<file path="src/rtl/scan_ctr_if.sv">
// rtl/scan_ctr_if.sv - scan-chain front end for the 16-bit control register
//
// Purpose:
//   Deserialises framed scan traffic [op][data MSB..LSB] into single-cycle
//   register writes (op=1) or handshaked register reads (op=0). Read data is
//   parked in a readback shift register and streamed out on scan_out while
//   the host shifts in its next frame.
//
// Configuration:
//   SCAN_PARITY_EN - when defined, each frame carries a trailing even-parity
//                    bit over op+data and FRAME_LEN becomes DATA_W+2.
//
// Ports:
//   clk, rst_n     - clock (rising edge), asynchronous active-low reset
//   scan_en        - frame enable; its falling edge closes the frame
//   scan_in        - serial frame data, op bit first then data MSB first
//   scan_out       - MSB of the readback shift register
//   ctr_wdata      - write data, held until the next write
//   ctr_wen        - one-cycle write strobe
//   ctr_ren        - read request, held until ctr_ready or timeout
//   ctr_rdata      - read data from the control register
//   ctr_ready      - read handshake from the control register
//   busy           - high while a register access is in progress
//   frame_err      - sticky: last frame had a bad length or parity
//   rd_to          - sticky: last read timed out

module scan_ctr_if #(
    parameter int DATA_W  = 16,
    parameter int TIMEOUT = 8
) (
    input  logic              clk,
    input  logic              rst_n,
    input  logic              scan_en,
    input  logic              scan_in,
    output logic              scan_out,
    output logic [DATA_W-1:0] ctr_wdata,
    output logic              ctr_wen,
    output logic              ctr_ren,
    input  logic [DATA_W-1:0] ctr_rdata,
    input  logic              ctr_ready,
    output logic              busy,
    output logic              frame_err,
    output logic              rd_to
);

`ifdef SCAN_PARITY_EN
    localparam int FRAME_LEN = DATA_W + 2;
`else
    localparam int FRAME_LEN = DATA_W + 1;
`endif

    // bit_cnt must hold FRAME_LEN+1, the saturating overflow marker.
    localparam int CNT_W  = $clog2(FRAME_LEN + 2);
    localparam int WAIT_W = $clog2(TIMEOUT + 1);

    localparam logic [CNT_W-1:0]  CNT_ONE   = CNT_W'(1);
    localparam logic [CNT_W-1:0]  CNT_LEN   = CNT_W'(FRAME_LEN);
    localparam logic [CNT_W-1:0]  CNT_OVF   = CNT_W'(FRAME_LEN + 1);
    localparam logic [WAIT_W-1:0] WAIT_LAST = WAIT_W'(TIMEOUT - 1);

    typedef enum logic [1:0] {
        ST_IDLE      = 2'd0,
        ST_SHIFT     = 2'd1,
        ST_WRITE     = 2'd2,
        ST_READ_WAIT = 2'd3
    } state_t;

    state_t              state_q,     state_d;
    logic [FRAME_LEN-1:0] in_sr_q,    in_sr_d;
    logic [CNT_W-1:0]    bit_cnt_q,   bit_cnt_d;
    logic [WAIT_W-1:0]   wait_cnt_q,  wait_cnt_d;
    logic [DATA_W-1:0]   out_sr_q,    out_sr_d;
    logic [DATA_W-1:0]   wdata_q,     wdata_d;
    logic                wen_q,       wen_d;
    logic                ren_q,       ren_d;
    logic                busy_q,      busy_d;
    logic                frame_err_q, frame_err_d;
    logic                rd_to_q,     rd_to_d;

    // Frame fields as they sit in in_sr once the last bit has been taken.
    logic              frame_op;
    logic [DATA_W-1:0] frame_data;
    logic              parity_bad;

`ifdef SCAN_PARITY_EN
    assign frame_op   = in_sr_q[FRAME_LEN-1];
    assign frame_data = in_sr_q[DATA_W:1];
    // Even parity: op, data and parity bit together must XOR to zero.
    assign parity_bad = ^in_sr_q;
`else
    assign frame_op   = in_sr_q[FRAME_LEN-1];
    assign frame_data = in_sr_q[DATA_W-1:0];
    assign parity_bad = 1'b0;
`endif

    always_comb begin
        state_d     = state_q;
        in_sr_d     = in_sr_q;
        bit_cnt_d   = bit_cnt_q;
        wait_cnt_d  = wait_cnt_q;
        out_sr_d    = out_sr_q;
        wdata_d     = wdata_q;
        frame_err_d = frame_err_q;
        rd_to_d     = rd_to_q;

        case (state_q)
            ST_IDLE: begin
                if (scan_en) begin
                    // First bit of a new frame: status from the previous
                    // frame is dropped and readback starts streaming.
                    in_sr_d     = {in_sr_q[FRAME_LEN-2:0], scan_in};
                    out_sr_d    = {out_sr_q[DATA_W-2:0], 1'b0};
                    bit_cnt_d   = CNT_ONE;
                    frame_err_d = 1'b0;
                    rd_to_d     = 1'b0;
                    state_d     = ST_SHIFT;
                end
            end

            ST_SHIFT: begin
                if (scan_en) begin
                    in_sr_d  = {in_sr_q[FRAME_LEN-2:0], scan_in};
                    out_sr_d = {out_sr_q[DATA_W-2:0], 1'b0};
                    // Saturate so an arbitrarily long frame can never wrap
                    // back onto a legal length.
                    if (bit_cnt_q != CNT_OVF) begin
                        bit_cnt_d = bit_cnt_q + 1'b1;
                    end
                end else if ((bit_cnt_q == CNT_LEN) && !parity_bad) begin
                    if (frame_op) begin
                        wdata_d = frame_data;
                        state_d = ST_WRITE;
                    end else begin
                        wait_cnt_d = '0;
                        state_d    = ST_READ_WAIT;
                    end
                end else begin
                    frame_err_d = 1'b1;
                    state_d     = ST_IDLE;
                end
            end

            ST_WRITE: begin
                state_d = ST_IDLE;
            end

            ST_READ_WAIT: begin
                // A ready arriving on the last permitted cycle still wins
                // over the timeout.
                if (ctr_ready) begin
                    out_sr_d = ctr_rdata;
                    state_d  = ST_IDLE;
                end else if (wait_cnt_q == WAIT_LAST) begin
                    out_sr_d = '0;
                    rd_to_d  = 1'b1;
                    state_d  = ST_IDLE;
                end else begin
                    wait_cnt_d = wait_cnt_q + 1'b1;
                end
            end

            default: begin
                state_d = ST_IDLE;
            end
        endcase

        // Strobes are registered off the next state so they leave the block
        // glitch-free and line up exactly with the WRITE / READ_WAIT cycles.
        wen_d  = (state_d == ST_WRITE);
        ren_d  = (state_d == ST_READ_WAIT);
        busy_d = wen_d | ren_d;
    end

    always_ff @(posedge clk or negedge rst_n) begin
        if (!rst_n) begin
            state_q     <= ST_IDLE;
            in_sr_q     <= '0;
            bit_cnt_q   <= '0;
            wait_cnt_q  <= '0;
            out_sr_q    <= '0;
            wdata_q     <= '0;
            wen_q       <= 1'b0;
            ren_q       <= 1'b0;
            busy_q      <= 1'b0;
            frame_err_q <= 1'b0;
            rd_to_q     <= 1'b0;
        end else begin
            state_q     <= state_d;
            in_sr_q     <= in_sr_d;
            bit_cnt_q   <= bit_cnt_d;
            wait_cnt_q  <= wait_cnt_d;
            out_sr_q    <= out_sr_d;
            wdata_q     <= wdata_d;
            wen_q       <= wen_d;
            ren_q       <= ren_d;
            busy_q      <= busy_d;
            frame_err_q <= frame_err_d;
            rd_to_q     <= rd_to_d;
        end
    end

    assign scan_out  = out_sr_q[DATA_W-1];
    assign ctr_wdata = wdata_q;
    assign ctr_wen   = wen_q;
    assign ctr_ren   = ren_q;
    assign busy      = busy_q;
    assign frame_err = frame_err_q;
    assign rd_to     = rd_to_q;

endmodule
</file>
<file path="config.mk">
export PLATFORM = sky130hd
export DESIGN_NAME = scan_ctr_if
export DESIGN_NICKNAME = d
export VERILOG_FILES = /design/src/rtl/scan_ctr_if.sv
export SDC_FILE = /design/constraint.sdc
export NUM_CORES = 1
export LEC_CHECK = 0
export BUFFER_PORTS_ARGS = -buffer_cell sky130_fd_sc_hd__buf_4
export CAP_MARGIN = 10
export CORE_ASPECT_RATIO = 0.9
export CORE_MARGIN = 2
export CORE_UTILIZATION = 61
export DETAILED_ROUTE_END_ITERATION = 16
export PLACE_DENSITY = 0.86
export SLEW_MARGIN = 20
export SYNTH_ARGS = -nofsm -noshare
export SYNTH_HDL_FRONTEND = slang
export SYNTH_SLANG_ARGS = --single-unit
</file>
<file path="constraint.sdc">
create_clock -name clk -period 3.8 [get_ports clk]
set_input_delay 0.76 -clock clk [delete_from_list [all_inputs] [get_ports clk]]
set_output_delay 0.76 -clock clk [all_outputs]
set_load 0.01 [all_outputs]
</file>
Yosys cells after proc, flatten, opt, wreduce, memory -nomap -nowiden --
Index checks and enable logic that the tools add are counted.
Operators by class: bitwise operators 2, equal/unequal tests 20, add/subtract/negate cells 2, reduce and logical (&&, ||, !) cells 13, muxes and demuxes 28
Operators with widths (count):
- 2-to-1 mux 16 bit | 3
- case mux 16 bit (2 select lines) | 1
- 2-to-1 mux 4 bit | 5
- inequality test 2 bit (second input constant) | 10
- AND reduction 4 bit | 4
- 2-to-1 mux 5 bit | 3
- 2-to-1 mux 2 bit | 5
- case mux 5 bit (2 select lines) | 1
- == test 2 bit (second input constant) | 4
- case mux 2 bit (4 select lines) | 1
- case mux 4 bit (2 select lines) | 1
- nonzero test 2 bit | 4
- 2-to-1 mux 1 bit | 6
- AND reduction 6 bit | 1
- adder 5 x 1 -> 5 bit (second input constant) | 1
- == test 5 bit (second input constant) | 1
- inequality test 5 bit (second input constant) | 1
- adder 4 x 1 -> 4 bit (second input constant) | 1
- == test 4 x 3 -> 1 bit (second input constant) | 1
- case mux 1 bit (2 select lines) | 2
- inequality test 3 bit (second input constant) | 1
- AND reduction 3 bit | 1
- == test 2 x 1 -> 1 bit (second input constant) | 1
- zero test 2 bit | 1
- other kinds (5) | 5
Storage, ports and cells: word-level logic and storage cells 76, output and inout bits 22, bits in registers 65, input bits 21

Longest topological paths before layout --
Gate-level depths: netlist of run 1.
depth in word-level cells 6, gate-level depth with buffers 8, mapped depth without buffers 6

Least setup slack after synthesis of run 1 --
Ideal clock, no wire load.
path kind input port to flip-flop, start point input port scan_en, end point register wdata_q[10] (netlist: ctr_wdata[10]), stages 5, path buffers 2, path slack 1593 ps, arrival time 2082 ps, data required time 3675 ps, cells stage by stage or4_4 -> or2_1 -> buf_6 -> buf_12 -> mux2_4
Between the ends: longest elaborated chain between the ends 2
Ends and longest elaborated chain:
- from (decl) | RTL line 33 | input logic scan_en,
- inverter 1 bit (no source line)
- AND reduction 4 bit (no source line)
- to (signal assigned) | RTL line 193 | wdata_q <= wdata_d;
- to (decl) | RTL line 73 | logic [DATA_W-1:0] wdata_q, wdata_d;
No other way between the ends. A chain may end at the register's enable or synchronous reset.

Worst setup path in the final report of run 1 --
start point register state_q[1], end point register wait_cnt_q[2]
Between the ends: longest elaborated chain between the ends 3, elaborated cells on any way between the ends 10
Ends and longest elaborated chain:
- from (decl) | RTL line 68 | state_t state_q, state_d;
- from (signal assigned) | RTL line 188 | state_q <= state_d;
- == test 2 bit / == test 2 x 1 -> 1 bit (equally long branches) | RTL line 106 | case (state_q)
- inequality test 2 bit (no source line) / nonzero test 2 bit (equally long branches)
- AND reduction 6 bit (no source line)
- to (signal assigned) | RTL line 191 | wait_cnt_q <= wait_cnt_d;
- to (decl) | RTL line 71 | logic [WAIT_W-1:0] wait_cnt_q, wait_cnt_d;
Parallel ways exist; a longest one is shown, timed or not.

==> results of run 1 <==
-- cell families after synthesis --
| kind of cell | Yosys count | share of synthesized area (%) |
|---|---|---|
| simple gates | 112 | 17.0 |
| flops | 65 | 55.6 |
| compound gates | 41 | 7.74 |
| mux | 32 | 13.4 |
| buf+inv | 25 | 4.23 |
| fa+ha+maj | 4 | 1.71 |
| xor+xnor | 1 | 0.299 |
-- area by class of cell --
type                       instances  area [µm²]  share of cell area (%)
sequential                        65        1630                    47.0
clock buffer                      14         173                    4.99
clock inverter                     2        35.0                    1.01
multi-input combinational        190        1170                    34.0
timing repair buffer              44         330                    9.55
tap                               62        77.6                    2.24
inverter                          11        41.3                    1.19
-- sequential cells by signal (all words and copies together), names as in the netlist --
| name | flops |
|---|---|
| ctr_wdata | 16 |
| wait_cnt_q | 4 |
| out_sr_q | 16 |
| state_q | 2 |
| rd_to | 1 |
| bit_cnt_q | 5 |
| in_sr_q | 17 |
| frame_err | 1 |
| ctr_wen | 1 |
| busy | 1 |
| ctr_ren | 1 |
-- worst max-delay path: cells and delay by family (launching register included) --
kind | cells | cell delay, ns
compound gates | 2 | 0.49
flops | 1 | 0.55
simple gates | 2 | 1.28
-- cells in the mapped netlist, types with 3 or more instances --
| cell type | instances | area [µm²] |
|---|---|---|
| inv_1 | 10 | 37.5 |
| nand2_1 | 87 | 327 |
| mux2_2 | 22 | 248 |
| a21oi_1 | 7 | 35.0 |
| mux2_4 | 9 | 135 |
| dfrtp_1 | 65 | 1630 |
| o21ai_0 | 23 | 115 |
| clkbuf_1 | 9 | 33.8 |
| ha_1 | 4 | 50.1 |
| nand3_1 | 3 | 15.0 |
| nor3_1 | 5 | 25.0 |
| nor2_1 | 5 | 18.8 |
-- how the worst max path moves through the flow --
stage | cells past startpoint | slack (ns) | endpoint
floorplan | 5 | 1.59 | ctr_wdata[10]
global placement | 4 | 1.27 | ctr_wdata[12]
detailed placement | 4 | 1.23 | ctr_wdata[11]
CTS | 4 | 1.33 | wait_cnt_q[2]
global route | 4 | 1.12 | wait_cnt_q[2]
finish | 4 | 1.30 | wait_cnt_q[2]
-- through the flow --
| stage | setup slack, ns | cells |
|---|---|---|
| final | 1.30 | 388 |
| after floorplan | 1.59 | 280 |
| after detailed placement | 1.23 | 372 |
| after global routing | 1.12 | 388 |
| after CTS | 1.33 | 388 |
| after global placement | 1.27 | 372 |
-- per-layer routing --
layer	up-vias	routed length (µm)	GRT usage (%)	share of wire, %
met1	1006	2490	29.2	46
met3	8	254	7.94	4.7
met2	41	2650	36.1	49
met5	-	0	0	0
li1	1020	-	-	-
met4	0	49	7.14	0.90
-- power breakdown --
group	leakage [nW]	internal [mW]	switching, mW	total, mW
logic	0.824	0.158	0.161	0.319
registers	0.877	0.821	0.118	0.939
clock network	0.107	0.356	0.246	0.602
==> flow_metrics.env, run 1 <==
export IMPL_outcome="completed"
export IMPL_grt_pass1_wl_um=9380
export IMPL_ctsResizeCount=0
export IMPL_clkTransAtPathRegs_ns=0.07
export IMPL_min_to="in_sr_q[6]"
export IMPL_ir_worst_vdd_mv=0.450
export IMPL_power_mw=1.86
export IMPL_min_path_type="register to register"
export IMPL_cp_slowest_cell="or3_1"
export IMPL_worst_r2r_endpoint="wait_cnt_q[2]"
export IMPL_end_kind="register"
export IMPL_post_drt_wl_per_cell_um=14.0
export IMPL_clockBufferDepth=2
export IMPL_avgSynthCellArea_um2=10.4
export IMPL_antenna_left=0
export IMPL_period_needed_ns=2.50
export IMPL_hold_buffers=0
export IMPL_grt_use_total_pct=22.6
export IMPL_finalWirelength_um=5440
export IMPL_portBuffers=42
export IMPL_post_cts_buffers=0
export IMPL_dr_pass1_iters=4
export IMPL_drive_gt1_share_pct=28.5
export IMPL_ys_seq_elements=65
export IMPL_fmax_mhz=401
export IMPL_rows=23
export IMPL_syn_to_final_growth_pct=18.2
export IMPL_worst_pin_slew_ns=0.937
export IMPL_design_area_um2=3460
export IMPL_r2r_start="state_q[1]"
export IMPL_cts_root_buf="clkbuf_8"
export IMPL_ys_seq_area_share_pct=55.6
export IMPL_grt_max_degree=66
export IMPL_critPathRequiredTime_ns=3.98
export IMPL_syn_inst=280
export IMPL_cts_sinks=65
export IMPL_cp_start_kind="register"
export IMPL_vias=2075
export IMPL_die_area_um2=5370
export IMPL_power_density_nw_per_um2=538
export IMPL_synth_cell_types=38
export IMPL_r2r_setup_slack_ns=1.30
export IMPL_tritoncts="done"
export IMPL_fin_nets=346
export IMPL_synth_edff_count=0
export IMPL_post_route_util_pct=76.1
export IMPL_tns_ns=0
export IMPL_hold_viol=0
export IMPL_fin_crit_sh_pct=65.7
export IMPL_layout_commonest_cell="nand2_1"
export IMPL_die_y_um=69.7
export IMPL_cp_max_fo=35
export IMPL_io_pins=43
export IMPL_routabilityCongestion=0.720
export IMPL_die_w_um=77.0
export IMPL_dpl_hpwl_um=3360
export IMPL_drt_iter0_drc=92
export IMPL_cts_max_level=3
export IMPL_setup_viol=0
export IMPL_start_util_pct=64.3
export IMPL_clkLatencyLatePin_ns=0.34
export IMPL_cts_made_buffers=9
export IMPL_cp_slowest_stage_delay_ns=0.65
export IMPL_drv_cap=0
export IMPL_p_leak_nw=1.81
export IMPL_drv_slew=0
export IMPL_relSlewSlack_pct=37.4
export IMPL_drc_errors=0
export IMPL_vias_per_cell=5.35
export IMPL_core_um2=4550
export IMPL_ys_flop_type="dfrtp_1"
export IMPL_crit_chain="nand2_1 > or3_1 > a21oi_1 > o221ai_1"
export IMPL_critPathKind="register to register"
export IMPL_reg2reg_depth=4
export IMPL_yosysWarnings=0
export IMPL_layout_common_cells="nand2_1, dfrtp_1, buf_4, o21ai_0, mux2_2"
export IMPL_finalClockSkew_ns=0.00241
export IMPL_rsz0062_at_grt="false"
export IMPL_crit_arrival_ns=2.67
export IMPL_hold_path_depth=2
export IMPL_cp_startpoint="state_q[1]"
export IMPL_syn_num_nets=305
export IMPL_grt_pass1_vias=1975
export IMPL_dpl_cell_area_um2=3250
export IMPL_diodes=0
export IMPL_overflow=0
export IMPL_synthArstFlopShare_pct=100
export IMPL_antenna_found_initial=0
export IMPL_syn_area_um2=2930
export IMPL_min_from="in_sr_q[5]"
export IMPL_fill_cells=320
export IMPL_fin_hold_ws_ns=0.492
No activity file was read; power rests on OpenSTA's default activity.
==> run 2: changes to the inputs <==
--- a/config.mk
+++ b/config.mk
@@ -5,13 +5,14 @@
 export SDC_FILE = /design/constraint.sdc
 export NUM_CORES = 1
 export LEC_CHECK = 0
+export ABC_AREA = 1
 export BUFFER_PORTS_ARGS = -buffer_cell sky130_fd_sc_hd__buf_4
 export CAP_MARGIN = 10
 export CORE_ASPECT_RATIO = 0.9
 export CORE_MARGIN = 2
-export CORE_UTILIZATION = 61
+export CORE_UTILIZATION = 51
 export DETAILED_ROUTE_END_ITERATION = 16
-export PLACE_DENSITY = 0.86
+export PLACE_DENSITY = 0.77
 export SLEW_MARGIN = 20
 export SYNTH_ARGS = -nofsm -noshare
 export SYNTH_HDL_FRONTEND = slang
==> constraint.sdc (replaced) <==
create_clock -name clk -period 2.2 [get_ports clk]
set_input_delay 0.44 -clock clk [delete_from_list [all_inputs] [get_ports clk]]
set_output_delay 0.44 -clock clk [all_outputs]
set_load 0.01 [all_outputs]
==> run 2 against run 1 <==
  * Non-clock buffer count is the same
  * Clock skew grew 0.0060 ns
  * Critical path depth grew 3
  * Register-to-register slack lost 0.87 ns
  * Worst setup slack lost 0.87 ns
  * Synthesized cell count grew 21%
  * Utilization shrank 14 points
==> flow_metrics.env, run 2 <==
export IMPL_post_cts_buffers=0
export IMPL_grt_max_degree=66
export IMPL_relSlewSlack_pct=46.5
export IMPL_finalWirelength_um=5430
export IMPL_syn_inst=339
export IMPL_clockBufferDepth=2
export IMPL_clkLatencyLatePin_ns=0.34
export IMPL_ys_top_cells_by_area="dfrtp_1, nand2_1, o21ai_2"
export IMPL_dpl_hpwl_um=3620
export IMPL_antenna_left=0
export IMPL_vias_per_cell=4.97
export IMPL_crit_arrival_ns=2.02
export IMPL_drc_errors=0
export IMPL_drv_slew=0
export IMPL_cp_start_kind="register"
export IMPL_antenna_found_initial=0
export IMPL_cp_depth=7
export IMPL_cp_max_fo=30
export IMPL_die_y_um=77.3
export IMPL_synth_edff_count=0
export IMPL_grt_pass1_wl_um=9630
export IMPL_finalClockSkew_ns=0.00842
export IMPL_yosysMostFrequentCell="nand2_1"
export IMPL_post_route_util_pct=61.8
export IMPL_rsz0062_at_grt="false"
export IMPL_largest_reg_flops=17
export IMPL_core_um2=5730
export IMPL_die_w_um=85.4
export IMPL_period_needed_ns=1.76
export IMPL_fmax_mhz=568
export IMPL_cts_sinks=65
export IMPL_use_met3_pct=5.81
export IMPL_syn_num_nets=364
export IMPL_crit_chain="ha_1 > nand3_1 > nor2_1 > nor2_2 > inv_2 > nand2_1 > o21ai_2"
export IMPL_critPathKind="register to register"
export IMPL_vias=2256
export IMPL_drive_gt1_share_pct=26.3
export IMPL_critPathRequiredTime_ns=2.45
export IMPL_ys_flop_type="dfrtp_1"
export IMPL_synthArstFlopShare_pct=100
export IMPL_portBuffers=42
export IMPL_outcome="completed"
export IMPL_rows=26
export IMPL_diodes=0
export IMPL_power_density_nw_per_um2=715
export IMPL_cts_max_level=3
export IMPL_crit_family="simple AND/OR/NAND/NOR gates"
export IMPL_hold_buffers=0
export IMPL_die_area_um2=6600
export IMPL_synth_top_cell_area_share_pct=53.5
export IMPL_reg2reg_depth=7
export IMPL_syn_area_um2=3040
export IMPL_worst_pin_slew_ns=0.803
export IMPL_ys_seq_area_share_pct=53.5
export IMPL_start_util_pct=53.1
export IMPL_cp_slowest_cell="inv_2"
export IMPL_drv_cap=0
export IMPL_yosysTopAreaCell="dfrtp_1"
export IMPL_ir_worst_vdd_mv=0.393
export IMPL_fin_nets=404
export IMPL_p_leak_nw=1.74
export IMPL_multi_input_area_um2=1130
export IMPL_yosys_top_cells_count="nand2_1, dfrtp_1, inv_1"
export IMPL_ys_seq_elements=65
export IMPL_cp_slowest_stage_delay_ns=0.43
export IMPL_avgSynthCellArea_um2=8.98
export IMPL_top_register="in_sr_q"
export IMPL_critPathBufInv=1
export IMPL_io_pins=43
export IMPL_routabilityCongestion=0.794
export IMPL_power_mw=2.53
export IMPL_clkTransAtPathRegs_ns=0.07
export IMPL_yosysWarnings=0
export IMPL_fin_crit_sh_pct=80.0
export IMPL_grt_use_total_pct=18.2
export IMPL_cts_made_buffers=9
export IMPL_hold_viol=0
export IMPL_top_usage_layer="met2"
export IMPL_gr_usage_met1_pct=23.6
export IMPL_layout_common_cells="nand2_1, dfrtp_1, buf_4, inv_1, o21ai_0"
export IMPL_grt_pass1_vias=2209
export IMPL_post_drt_wl_per_cell_um=12.0
export IMPL_overflow=0
export IMPL_synth_cell_types=24
export IMPL_met2_usage_pct=28.4
export IMPL_min_path_type="input pin to async pin"
export IMPL_dr_pass1_iters=5
export IMPL_layout_commonest_cell="nand2_1"
export IMPL_place_ws_ns=0.480
export IMPL_setup_viol=0
export IMPL_syn_to_final_growth_pct=16.2
export IMPL_seq_area_um2=1630
export IMPL_fill_cells=477
export IMPL_setup_slack_ns=0.439
export IMPL_tns_ns=0
export IMPL_tritoncts="done"
export IMPL_end_kind="register"
export IMPL_ctsResizeCount=0
export IMPL_cts_root_buf="clkbuf_8"
export IMPL_drt_iter0_drc=144
run 2: cell types whose count changed in the layout (fill, tap and decap cells not counted), moves of 3 or more:
cell	previous run	this run
nor3_1	5	1
inv_1	10	40
nand4_1	1	4
o21ai_2	0	30
nor2_1	5	16
nand3_1	3	29
mux2_2	22	0
mux2_4	9	0
nand2_1	87	81
a21oi_1	7	0
o21ai_0	23	37
inv_2	1	5
run 2: per-layer routing:
metal,up-vias,wire length (µm)
li1,1163,-
met1,1043,2530
met2,44,2660
met3,6,205
met4,0,37
met5,-,0
run 2: power by group:
part	leakage (nW)	internal (mW)	total, mW	switching [mW]
clock network	0.0974	0.552	0.976	0.424
logic	0.765	0.0849	0.238	0.154
registers	0.881	1.26	1.31	0.0534
total	1.74	1.90	2.53	0.631
run 2: final timing paths:
check                           slack (ns)          start      endpoint
worst min register to register        0.48   ctr_wdata[3]  ctr_wdata[3]
min in group clk                      0.34        scan_in    in_sr_q[0]
worst max register to register        0.44  wait_cnt_q[0]  out_sr_q[13]
max in group asynchronous             1.47          rst_n   in_sr_q[16]
worst min-delay path                  0.18          rst_n    in_sr_q[7]
worst max-delay path                  0.44  wait_cnt_q[0]  out_sr_q[13]
run 2: cell type report:
class / instances / area share [%]
well taps: 70 / 2.48
inverters: 45 / 4.78
clock inverters: 3 / 1.13
flip-flops and latches: 65 / 46.0
clock buffers: 13 / 4.21
multi-input cells: 214 / 32.1
repair buffers: 44 / 9.34
run 2: cells by family (layout without fill, tap and decap cells):
logic type | count (synthesis) | in the layout | synth area share (%)
buffers and inverters | 60 | 105 | 9.29
and+or+nand+nor | 139 | 139 | 20.0
DFF | 65 | 65 | 53.5
adders and majority gates | 4 | 4 | 1.64
xor gates and xnor gates | 1 | 1 | 0.288
AOI/OAI and AO/OA | 70 | 70 | 15.3
run 2: metrics by stage:
stage	hold WS, ns	std cells	area [µm²]
final	0.178	454	3540
after global routing	0.250	454	3540
after detailed placement	0.470	438	3350
after CTS	0.221	454	3540
after global placement	0.462	438	3350
after floorplan	0.144	339	3040
